===== config.mk =====
export PLATFORM = sky130hd
export DESIGN_NAME = decode_stage_flat
export DESIGN_NICKNAME = d
export VERILOG_FILES = /design/src/rtl/riscv_pkg.sv /design/src/rtl/decode_stage_if.sv /design/src/rtl/imm_gen.sv /design/src/rtl/decode_stage.sv /design/src/flat_wrapper.sv
export SDC_FILE = /design/constraint.sdc
export NUM_CORES = 1
export LEC_CHECK = 0
export BUFFER_PORTS_ARGS = -buffer_cell sky130_fd_sc_hd__buf_2
export CAP_MARGIN = 20
export CORE_AREA = 3 3 133 135
export CTS_CLUSTER_DIAMETER = 60
export CTS_CLUSTER_SIZE = 24
export DETAILED_ROUTE_END_ITERATION = 8
export DIE_AREA = 0 0 136 138
export PLACE_DENSITY = 0.77
export SETUP_SLACK_MARGIN = 0.1
export SYNTH_ARGS = -nofsm -noshare
export SYNTH_HDL_FRONTEND = slang
export SYNTH_SLANG_ARGS = --single-unit
export TNS_END_PERCENT = 100

===== constraint.sdc =====
create_clock -name clk_i -period 2.28 [get_ports clk_i]
set_input_delay 0.228 -clock clk_i [delete_from_list [all_inputs] [get_ports clk_i]]
set_output_delay 0.228 -clock clk_i [all_outputs]
set_load 0.005 [all_outputs]

===== src/rtl/riscv_pkg.sv =====
// Shared RV32I decode definitions: opcodes, ALU/immediate encodings and the
// ID/EX pipeline register layout.
package riscv_pkg;

    localparam int unsigned RV_XLEN = 32;

    localparam logic [6:0] OPC_LUI    = 7'b0110111;
    localparam logic [6:0] OPC_AUIPC  = 7'b0010111;
    localparam logic [6:0] OPC_JAL    = 7'b1101111;
    localparam logic [6:0] OPC_JALR   = 7'b1100111;
    localparam logic [6:0] OPC_BRANCH = 7'b1100011;
    localparam logic [6:0] OPC_LOAD   = 7'b0000011;
    localparam logic [6:0] OPC_STORE  = 7'b0100011;
    localparam logic [6:0] OPC_OPIMM  = 7'b0010011;
    localparam logic [6:0] OPC_OP     = 7'b0110011;

    typedef enum logic [3:0] {
        ALU_ADD, ALU_SUB, ALU_SLL, ALU_SLT, ALU_SLTU, ALU_XOR,
        ALU_SRL, ALU_SRA, ALU_OR, ALU_AND, ALU_PASSB
    } alu_op_e;

    typedef enum logic [2:0] {IMM_I, IMM_S, IMM_B, IMM_U, IMM_J, IMM_R} imm_fmt_e;

    typedef struct packed {
        logic               valid;
        logic [RV_XLEN-1:0] pc;
        logic [RV_XLEN-1:0] rs1_data;
        logic [RV_XLEN-1:0] rs2_data;
        logic [RV_XLEN-1:0] imm;
        logic [4:0]         rs1;
        logic [4:0]         rs2;
        logic [4:0]         rd;
        alu_op_e            alu_op;
        logic               alu_src;
        logic               pc_src;
        logic               mem_read;
        logic               mem_write;
        logic               reg_write;
        logic               branch;
        logic               jump;
        logic [2:0]         funct3;
        logic               illegal;
    } id_ex_t;

    // alt selects SUB/SRA; callers pass 0 where the ISA has no alternate form
    function automatic alu_op_e alu_from_funct(input logic [2:0] funct3, input logic alt);
        case (funct3)
            3'b000:  return alt ? ALU_SUB : ALU_ADD;
            3'b001:  return ALU_SLL;
            3'b010:  return ALU_SLT;
            3'b011:  return ALU_SLTU;
            3'b100:  return ALU_XOR;
            3'b101:  return alt ? ALU_SRA : ALU_SRL;
            3'b110:  return ALU_OR;
            default: return ALU_AND;
        endcase
    endfunction

endpackage


===== src/rtl/decode_stage_if.sv =====
// ID/EX outputs of the decode stage towards the EX stage.
interface decode_stage_if #(parameter int unsigned XLEN = 32);
    logic            ex_valid_o;
    logic [XLEN-1:0] ex_pc_o;
    logic [XLEN-1:0] ex_rs1_data_o;
    logic [XLEN-1:0] ex_rs2_data_o;
    logic [XLEN-1:0] ex_imm_o;
    logic [4:0]      ex_rs1_o;
    logic [4:0]      ex_rs2_o;
    logic [4:0]      ex_rd_o;
    logic [3:0]      ex_alu_op_o;
    logic            ex_alu_src_o;
    logic            ex_pc_src_o;
    logic            ex_mem_read_o;
    logic            ex_mem_write_o;
    logic            ex_reg_write_o;
    logic            ex_branch_o;
    logic            ex_jump_o;
    logic [2:0]      ex_funct3_o;
    logic            ex_illegal_o;

    modport master (
        output ex_valid_o, ex_pc_o, ex_rs1_data_o, ex_rs2_data_o, ex_imm_o,
               ex_rs1_o, ex_rs2_o, ex_rd_o, ex_alu_op_o, ex_alu_src_o, ex_pc_src_o,
               ex_mem_read_o, ex_mem_write_o, ex_reg_write_o, ex_branch_o, ex_jump_o,
               ex_funct3_o, ex_illegal_o
    );
    modport slave (
        input  ex_valid_o, ex_pc_o, ex_rs1_data_o, ex_rs2_data_o, ex_imm_o,
               ex_rs1_o, ex_rs2_o, ex_rd_o, ex_alu_op_o, ex_alu_src_o, ex_pc_src_o,
               ex_mem_read_o, ex_mem_write_o, ex_reg_write_o, ex_branch_o, ex_jump_o,
               ex_funct3_o, ex_illegal_o
    );
endinterface


===== src/rtl/imm_gen.sv =====
// Immediate generator: extracts and sign-extends the immediate for the given
// instruction format; R-type yields zero.
module imm_gen import riscv_pkg::*; #(
    parameter int unsigned XLEN = RV_XLEN
) (
    input  logic [31:7]     instr_i,
    input  imm_fmt_e        fmt_i,
    output logic [XLEN-1:0] imm_o
);

    logic [31:0] imm32;

    always_comb begin
        imm32 = '0;
        case (fmt_i)
            IMM_I:   imm32 = {{20{instr_i[31]}}, instr_i[31:20]};
            IMM_S:   imm32 = {{20{instr_i[31]}}, instr_i[31:25], instr_i[11:7]};
            IMM_B:   imm32 = {{19{instr_i[31]}}, instr_i[31], instr_i[7], instr_i[30:25],
                              instr_i[11:8], 1'b0};
            IMM_U:   imm32 = {instr_i[31:12], 12'b0};
            IMM_J:   imm32 = {{11{instr_i[31]}}, instr_i[31], instr_i[19:12], instr_i[20],
                              instr_i[30:21], 1'b0};
            default: imm32 = '0;
        endcase
    end

    assign imm_o = {{(XLEN-31){imm32[31]}}, imm32[30:0]};

endmodule


===== src/rtl/decode_stage.sv =====
// RV32I decode stage: control/immediate decode, WB bypass, load-use hazard
// detection and the ID/EX pipeline register.
module decode_stage import riscv_pkg::*; #(
    parameter int unsigned XLEN = RV_XLEN
) (
    input  logic            clk_i,
    input  logic            rst_ni,
    input  logic            valid_i,
    input  logic [31:0]     instr_i,
    input  logic [XLEN-1:0] pc_i,
    output logic [4:0]      Rs1_o,
    output logic [4:0]      Rs2_o,
    input  logic [XLEN-1:0] Read_reg1_i,
    input  logic [XLEN-1:0] Read_reg2_i,
    input  logic            wb_we_i,
    input  logic [4:0]      wb_rd_i,
    input  logic [XLEN-1:0] wb_data_i,
    input  logic            flush_i,
    output logic            stall_o,
    decode_stage_if.master  ex
);

    id_ex_t          id_ex_q, id_ex_d;
    alu_op_e         alu_op;
    imm_fmt_e        fmt;
    logic            alu_src, pc_src, mem_read, mem_write, reg_write;
    logic            branch, jump, illegal, uses_rs1, uses_rs2;
    logic [XLEN-1:0] imm, rs1_data, rs2_data;

    assign Rs1_o = instr_i[19:15];
    assign Rs2_o = instr_i[24:20];

    always_comb begin
        alu_op    = ALU_ADD;
        fmt       = IMM_R;
        alu_src   = 1'b0;
        pc_src    = 1'b0;
        mem_read  = 1'b0;
        mem_write = 1'b0;
        reg_write = 1'b0;
        branch    = 1'b0;
        jump      = 1'b0;
        illegal   = 1'b0;
        uses_rs1  = 1'b0;
        uses_rs2  = 1'b0;
        case (instr_i[6:0])
            OPC_LUI:    begin fmt = IMM_U; alu_op = ALU_PASSB; alu_src = 1'b1; reg_write = 1'b1; end
            OPC_AUIPC:  begin fmt = IMM_U; pc_src = 1'b1; alu_src = 1'b1; reg_write = 1'b1; end
            OPC_JAL:    begin fmt = IMM_J; pc_src = 1'b1; alu_src = 1'b1; reg_write = 1'b1; jump = 1'b1; end
            OPC_JALR:   begin fmt = IMM_I; uses_rs1 = 1'b1; alu_src = 1'b1; reg_write = 1'b1; jump = 1'b1; end
            OPC_BRANCH: begin fmt = IMM_B; uses_rs1 = 1'b1; uses_rs2 = 1'b1; alu_op = ALU_SUB; branch = 1'b1; end
            OPC_LOAD:   begin fmt = IMM_I; uses_rs1 = 1'b1; alu_src = 1'b1; mem_read = 1'b1; reg_write = 1'b1; end
            OPC_STORE:  begin fmt = IMM_S; uses_rs1 = 1'b1; uses_rs2 = 1'b1; alu_src = 1'b1; mem_write = 1'b1; end
            // bit 30 of OP-IMM is part of the immediate except for SRAI
            OPC_OPIMM:  begin
                fmt       = IMM_I;
                uses_rs1  = 1'b1;
                alu_src   = 1'b1;
                reg_write = 1'b1;
                alu_op    = alu_from_funct(instr_i[14:12], instr_i[30] && (instr_i[14:12] == 3'b101));
            end
            OPC_OP:     begin
                fmt       = IMM_R;
                uses_rs1  = 1'b1;
                uses_rs2  = 1'b1;
                reg_write = 1'b1;
                alu_op    = alu_from_funct(instr_i[14:12], instr_i[30]);
            end
            default:    illegal = 1'b1;
        endcase
    end

    imm_gen #(.XLEN(XLEN)) u_imm_gen (
        .instr_i (instr_i[31:7]),
        .fmt_i   (fmt),
        .imm_o   (imm)
    );

    assign rs1_data = (wb_we_i && (wb_rd_i != 5'd0) && (wb_rd_i == Rs1_o)) ? wb_data_i : Read_reg1_i;
    assign rs2_data = (wb_we_i && (wb_rd_i != 5'd0) && (wb_rd_i == Rs2_o)) ? wb_data_i : Read_reg2_i;

    assign stall_o = valid_i && id_ex_q.valid && id_ex_q.mem_read && (id_ex_q.rd != 5'd0)
                   && ((uses_rs1 && (id_ex_q.rd == Rs1_o)) || (uses_rs2 && (id_ex_q.rd == Rs2_o)))
                   && !flush_i;

    always_comb begin
        id_ex_d = '0;
        if (!flush_i && !stall_o) begin
            id_ex_d.valid     = valid_i;
            id_ex_d.pc        = pc_i;
            id_ex_d.rs1_data  = rs1_data;
            id_ex_d.rs2_data  = rs2_data;
            id_ex_d.imm       = imm;
            id_ex_d.rs1       = Rs1_o;
            id_ex_d.rs2       = Rs2_o;
            id_ex_d.rd        = reg_write ? instr_i[11:7] : 5'd0;
            id_ex_d.alu_op    = alu_op;
            id_ex_d.alu_src   = alu_src;
            id_ex_d.pc_src    = pc_src;
            id_ex_d.mem_read  = mem_read;
            id_ex_d.mem_write = mem_write;
            id_ex_d.reg_write = reg_write;
            id_ex_d.branch    = branch;
            id_ex_d.jump      = jump;
            id_ex_d.funct3    = instr_i[14:12];
            id_ex_d.illegal   = illegal;
        end
    end

    always_ff @(posedge clk_i or negedge rst_ni) begin
        if (!rst_ni) id_ex_q <= '0;
        else         id_ex_q <= id_ex_d;
    end

    assign ex.ex_valid_o     = id_ex_q.valid;
    assign ex.ex_pc_o        = id_ex_q.pc;
    assign ex.ex_rs1_data_o  = id_ex_q.rs1_data;
    assign ex.ex_rs2_data_o  = id_ex_q.rs2_data;
    assign ex.ex_imm_o       = id_ex_q.imm;
    assign ex.ex_rs1_o       = id_ex_q.rs1;
    assign ex.ex_rs2_o       = id_ex_q.rs2;
    assign ex.ex_rd_o        = id_ex_q.rd;
    assign ex.ex_alu_op_o    = id_ex_q.alu_op;
    assign ex.ex_alu_src_o   = id_ex_q.alu_src;
    assign ex.ex_pc_src_o    = id_ex_q.pc_src;
    assign ex.ex_mem_read_o  = id_ex_q.mem_read;
    assign ex.ex_mem_write_o = id_ex_q.mem_write;
    assign ex.ex_reg_write_o = id_ex_q.reg_write;
    assign ex.ex_branch_o    = id_ex_q.branch;
    assign ex.ex_jump_o      = id_ex_q.jump;
    assign ex.ex_funct3_o    = id_ex_q.funct3;
    assign ex.ex_illegal_o   = id_ex_q.illegal;

endmodule

===== src/flat_wrapper.sv =====
// flat-port wrapper written by rule: the top's interface ports become plain ports
module decode_stage_flat import riscv_pkg::*;
#(
    parameter int unsigned XLEN = RV_XLEN
)
  (clk_i, rst_ni, valid_i, instr_i, pc_i, Rs1_o, Rs2_o, Read_reg1_i, Read_reg2_i, wb_we_i, wb_rd_i, wb_data_i, flush_i, stall_o, ex_ex_valid_o, ex_ex_pc_o, ex_ex_rs1_data_o, ex_ex_rs2_data_o, ex_ex_imm_o, ex_ex_rs1_o, ex_ex_rs2_o, ex_ex_rd_o, ex_ex_alu_op_o, ex_ex_alu_src_o, ex_ex_pc_src_o, ex_ex_mem_read_o, ex_ex_mem_write_o, ex_ex_reg_write_o, ex_ex_branch_o, ex_ex_jump_o, ex_ex_funct3_o, ex_ex_illegal_o);
  decode_stage_if #(.XLEN(XLEN)) ex_i ();
  input  logic clk_i;
  input  logic rst_ni;
  input  logic valid_i;
  input  logic [31:0] instr_i;
  input  logic [XLEN-1:0] pc_i;
  output logic [4:0] Rs1_o;
  output logic [4:0] Rs2_o;
  input  logic [XLEN-1:0] Read_reg1_i;
  input  logic [XLEN-1:0] Read_reg2_i;
  input  logic wb_we_i;
  input  logic [4:0] wb_rd_i;
  input  logic [XLEN-1:0] wb_data_i;
  input  logic flush_i;
  output logic stall_o;
  output wire logic [$bits(ex_i.ex_valid_o)-1:0] ex_ex_valid_o;
  output wire logic [$bits(ex_i.ex_pc_o)-1:0] ex_ex_pc_o;
  output wire logic [$bits(ex_i.ex_rs1_data_o)-1:0] ex_ex_rs1_data_o;
  output wire logic [$bits(ex_i.ex_rs2_data_o)-1:0] ex_ex_rs2_data_o;
  output wire logic [$bits(ex_i.ex_imm_o)-1:0] ex_ex_imm_o;
  output wire logic [$bits(ex_i.ex_rs1_o)-1:0] ex_ex_rs1_o;
  output wire logic [$bits(ex_i.ex_rs2_o)-1:0] ex_ex_rs2_o;
  output wire logic [$bits(ex_i.ex_rd_o)-1:0] ex_ex_rd_o;
  output wire logic [$bits(ex_i.ex_alu_op_o)-1:0] ex_ex_alu_op_o;
  output wire logic [$bits(ex_i.ex_alu_src_o)-1:0] ex_ex_alu_src_o;
  output wire logic [$bits(ex_i.ex_pc_src_o)-1:0] ex_ex_pc_src_o;
  output wire logic [$bits(ex_i.ex_mem_read_o)-1:0] ex_ex_mem_read_o;
  output wire logic [$bits(ex_i.ex_mem_write_o)-1:0] ex_ex_mem_write_o;
  output wire logic [$bits(ex_i.ex_reg_write_o)-1:0] ex_ex_reg_write_o;
  output wire logic [$bits(ex_i.ex_branch_o)-1:0] ex_ex_branch_o;
  output wire logic [$bits(ex_i.ex_jump_o)-1:0] ex_ex_jump_o;
  output wire logic [$bits(ex_i.ex_funct3_o)-1:0] ex_ex_funct3_o;
  output wire logic [$bits(ex_i.ex_illegal_o)-1:0] ex_ex_illegal_o;
  assign ex_ex_valid_o = ex_i.ex_valid_o;
  assign ex_ex_pc_o = ex_i.ex_pc_o;
  assign ex_ex_rs1_data_o = ex_i.ex_rs1_data_o;
  assign ex_ex_rs2_data_o = ex_i.ex_rs2_data_o;
  assign ex_ex_imm_o = ex_i.ex_imm_o;
  assign ex_ex_rs1_o = ex_i.ex_rs1_o;
  assign ex_ex_rs2_o = ex_i.ex_rs2_o;
  assign ex_ex_rd_o = ex_i.ex_rd_o;
  assign ex_ex_alu_op_o = ex_i.ex_alu_op_o;
  assign ex_ex_alu_src_o = ex_i.ex_alu_src_o;
  assign ex_ex_pc_src_o = ex_i.ex_pc_src_o;
  assign ex_ex_mem_read_o = ex_i.ex_mem_read_o;
  assign ex_ex_mem_write_o = ex_i.ex_mem_write_o;
  assign ex_ex_reg_write_o = ex_i.ex_reg_write_o;
  assign ex_ex_branch_o = ex_i.ex_branch_o;
  assign ex_ex_jump_o = ex_i.ex_jump_o;
  assign ex_ex_funct3_o = ex_i.ex_funct3_o;
  assign ex_ex_illegal_o = ex_i.ex_illegal_o;
  decode_stage #(.XLEN(XLEN)) u_core (.clk_i(clk_i), .rst_ni(rst_ni), .valid_i(valid_i), .instr_i(instr_i), .pc_i(pc_i), .Rs1_o(Rs1_o), .Rs2_o(Rs2_o), .Read_reg1_i(Read_reg1_i), .Read_reg2_i(Read_reg2_i), .wb_we_i(wb_we_i), .wb_rd_i(wb_rd_i), .wb_data_i(wb_data_i), .flush_i(flush_i), .stall_o(stall_o), .ex(ex_i));
endmodule

==> summary.md <==
| Metric | Value |
|---|---|
| Full die area | between 15000 and 20000 um2 |
| Final TNS setup | 0 ns |
| Worst Setup Start Kind | flop |
| Uppermost layer routed | met4 |
| Met2 WL | around 11000 um |
| Pins Over Slew Limit | 0 |
| # DRC | 0 |
| Worst Skew | 0.00939 ns |
| Non-Filler Instances | 1140 |
| Type of the worst setup path | reg2out |
| Initial DRT Pass Iterations | 5 |
| Vias in the first global route | 6168 |
| HPWL Detailed | 16100 um |
| WL per Instance | 19.3 um |
| Commonest cells after routing, fill and taps aside | buf_2 (337), dfrtp_1 (156), nor3_2 (84) |
| Synth Area in Compound Gates | 4.17% |
| Slowest-stage cell, CP | or4_4 |
| CP Data Required Time | 2.05 ns |
| Global route total overflow | 0 |
| Max-slew headroom | ~50% |
| Via count | 5920 |
| CTS tree | yes |
| Area grow syn2layout | 36.5% |
| Ys async rst share | 100% |
| GPL Wtd Cong | 0.909 |
| Yosys warnings | 0 |
| Sequential element share of the synthesized area | 54.6% |
| Design Area, Final | 9950 um2 |
| Met3 wire len | 1940 um |
| H-tree Lvls | 4 |
| Post-Synth XOR/XNOR Area | 2.40% |
| Post-synthesis mux area share | 9.07% |
| Clock sinks | approximately 160 |
| Wirelength, routed | around 22000 um |
| P_leak | 4.89 nW |
| Via density | 5.19 |
| Prevailing post-synth register cell | dfrtp_1 |
| Share of layout cells above drive strength 1 | 56.9% |
| EDFF count, synth | 0 |
| Chip Width | 136 um |
| Initial antenna violation count | 1 |
| Final worst setup slack | 0.174 ns |
| Dpl cell area | 9240 um2 |
| Final hold violation count | 0 |
| Hold crit path type | in2reg |
| Worst Setup End Kind | output pin |
| Maximum net fanout on the critical path | 3 |
| Longest Clk Path Bufs | 2 |
| Cell Rows | 47 |
| Mean Syn Cell Area | ~13 um2 |
| Critical Path AT | about 1.9 ns |
| Routed met1 length | 8470 um |
| Core box area | between 15000 and 20000 um2 |
| Adder-cell share of the synthesized area | 0% |
| Worst-path clk slew | 0.06 ns |
| Port Buf Inserts | 339 |
| Setup slack at placement | approximately 0.12 ns |
| Max_cap viols | 0 |
| FF+latch count, synth | roughly 160 |
| Largest net degree at the start of global routing | 68 |
| Final layout net count | ~1.1k |
| Leading cell type in the layout, fill and taps excluded | buf_2 |
| Unrepaired setup endpoints after global routing | false |
| Post-Synthesis Cells | approximately 570 |
| Worst path max stage delay | 0.54 ns |
| Fin Hold WS | 0.0619 ns |
| Worst Tran Pin Value | 0.747 ns |
| Clk Latency, worst-skew pair | 0.41 ns |
| Dpl cells | 1101 |
| # IOs | 340 |
| CTS buffer count | 17 |
| Worst ir drop on vdd | about 0.48 mV |
| Largest family of logic cells by synthesized area | simple AND/OR/NAND/NOR gates |
| First-pass GRT wire length | 34200 um |
| Crit-path cells | or4_4 > nor2_4 > nor3_2 > o21a_4 > nor2b_4 > buf_2 |
| Top cell type by total area after synthesis | dfrtp_1 |
| Yosys cell types | 43 |
| Starting density of the core | between 40% and 50% |
| Final setup fails | 0 |
| Post-synth top area share | 54.6% |
| Final period utilization | approximately 92% |
| Fmax achieved | 475 MHz |
| Clock root buffer master | clkbuf_16 |
| Simple-Gate Fraction of Synth Area | 24.0% |
| All-Layer GR Usage | between 20% and 30% |
| Starting DRT DRC Count | 300 |
| PD cells | 667 nW/um2 |
| Minimum clock period | roughly 2.1 ns |
| Status | finished clean |
| Final ANT Viol Nets | 0 |
| Die height | 138 um |
| Synth area leaders | dfrtp_1 (55%), nor3_2 (11%), mux2i_1 (9.1%), nor3b_1 (3.2%), buf_6 (2.9%) |
| Syn_nets | 739 |
| Synthesized area | 7290 um2 |
==> final cells by class <==
class                      count  area [um2]
tap                          220         275
inverter                       2        7.51
timing repair buffer         378        2130
fill                        1392        6640
sequential                   159        3980
multi-input combinational    348        2940
clock inverter                10         125
antenna                        1        2.50
clock buffer                  22         484
==> synthesized netlist by cell type (all sizes together) (3+ instances only) <==
cell and count:
dfrtp 159, nor3 108, mux2i 66, nor3b 47
buf 36, a21oi 25, clkbuf 24, nand2 15
xnor2 12, nand3 8, xor2 8, nor2 6
nor2b 6, a211oi 5, a22oi 5, nor4b 5
nor4 4, o21ai 4, nand2b 3
==> worst max-delay path: cells and delay by family, from the launching register on <==
| family | cells | cell delay, ns |
|---|---|---|
| AOI/OAI and AO/OA | 1 | 0.11 |
| buffers and inverters | 1 | 0.13 |
| DFF | 1 | 0.41 |
| and+or+nand+nor | 4 | 0.81 |
==> registers in the layout (all words and copies together), names as in the netlist, 3 cells and up <==
| name | cells |
|---|---|
| u_core.ex.ex_imm_o | 32 |
| u_core.ex.ex_alu_op_o | 4 |
| u_core.ex.ex_rs2_data_o | 32 |
| u_core.ex.ex_rs2_o | 5 |
| u_core.ex.ex_pc_o | 32 |
| u_core.ex.ex_rd_o | 5 |
| u_core.ex.ex_rs1_data_o | 32 |
| u_core.ex.ex_funct3_o | 3 |
| u_core.ex.ex_rs1_o | 5 |
==> power by group <==
group | total [W] | internal [W] | switching, W
Clock | 0.00292 | 0.00175 | 0.00118
Sequential | 0.00296 | 0.00293 | 0.0000306
Combinational | 0.000754 | 0.000348 | 0.000406
==> path summary, 6_finish.rpt <==
path / from / cells past startpoint / slack [ns] / end
max: u_core.ex.ex_rd_o[2] / 6 / 0.17 / stall_o
min: pc_i[27] / 2 / 0.06 / u_core.ex.ex_pc_o[27]
max reg2reg: u_core.ex.ex_rd_o[2] / 7 / 0.17 / u_core.ex.ex_rd_o[3]
min reg2reg: u_core.ex.ex_valid_o / 5 / 0.95 / u_core.ex.ex_rs2_o[0]
max in group asynchronous: rst_ni / 3 / 1.21 / u_core.ex.ex_rs2_data_o[19]
min in group asynchronous: rst_ni / 2 / 0.32 / u_core.ex.ex_imm_o[3]
==> per-layer routing <==
| layer | vias up | track usage (%) |
|---|---|---|
| met2 | 303 | 39.4 |
| met3 | 38 | 6.36 |
| met4 | 0 | 6.31 |
| li1 | 2682 | - |
| met5 | - | 0 |
| met1 | 2897 | 28.4 |
==> cell families after synthesis <==
| logic type | after synthesis |
|---|---|
| XOR/XNOR | 20 |
| multiplexers | 66 |
| flip-flops | 159 |
| AND/OR/NAND/NOR | 214 |
| buffers and inverters | 62 |
| AO/OA/AOI/OAI | 48 |
==> per-stage QoR <==
stage / utilization (%) / power [W]
2_1_floorplan: - / 0.00333
3_3_place_gp: 55.7 / 0.00375
3_5_place_dp: 55.7 / 0.00376
4_1_cts: 59.6 / 0.00670
5_1_grt: 60.0 / 0.00690
6_report: 60.0 / 0.00664
==> timing repair <==
action,4_1_cts,5_1_grt
resized for setup,1,11
pin swaps,1,5
hold buffers,1,0
buffers inserted,3,2
endpoints found under the hold margin,47,0
setup endpoints to repair,1,58
No activity file was read; power rests on OpenSTA's default activity.
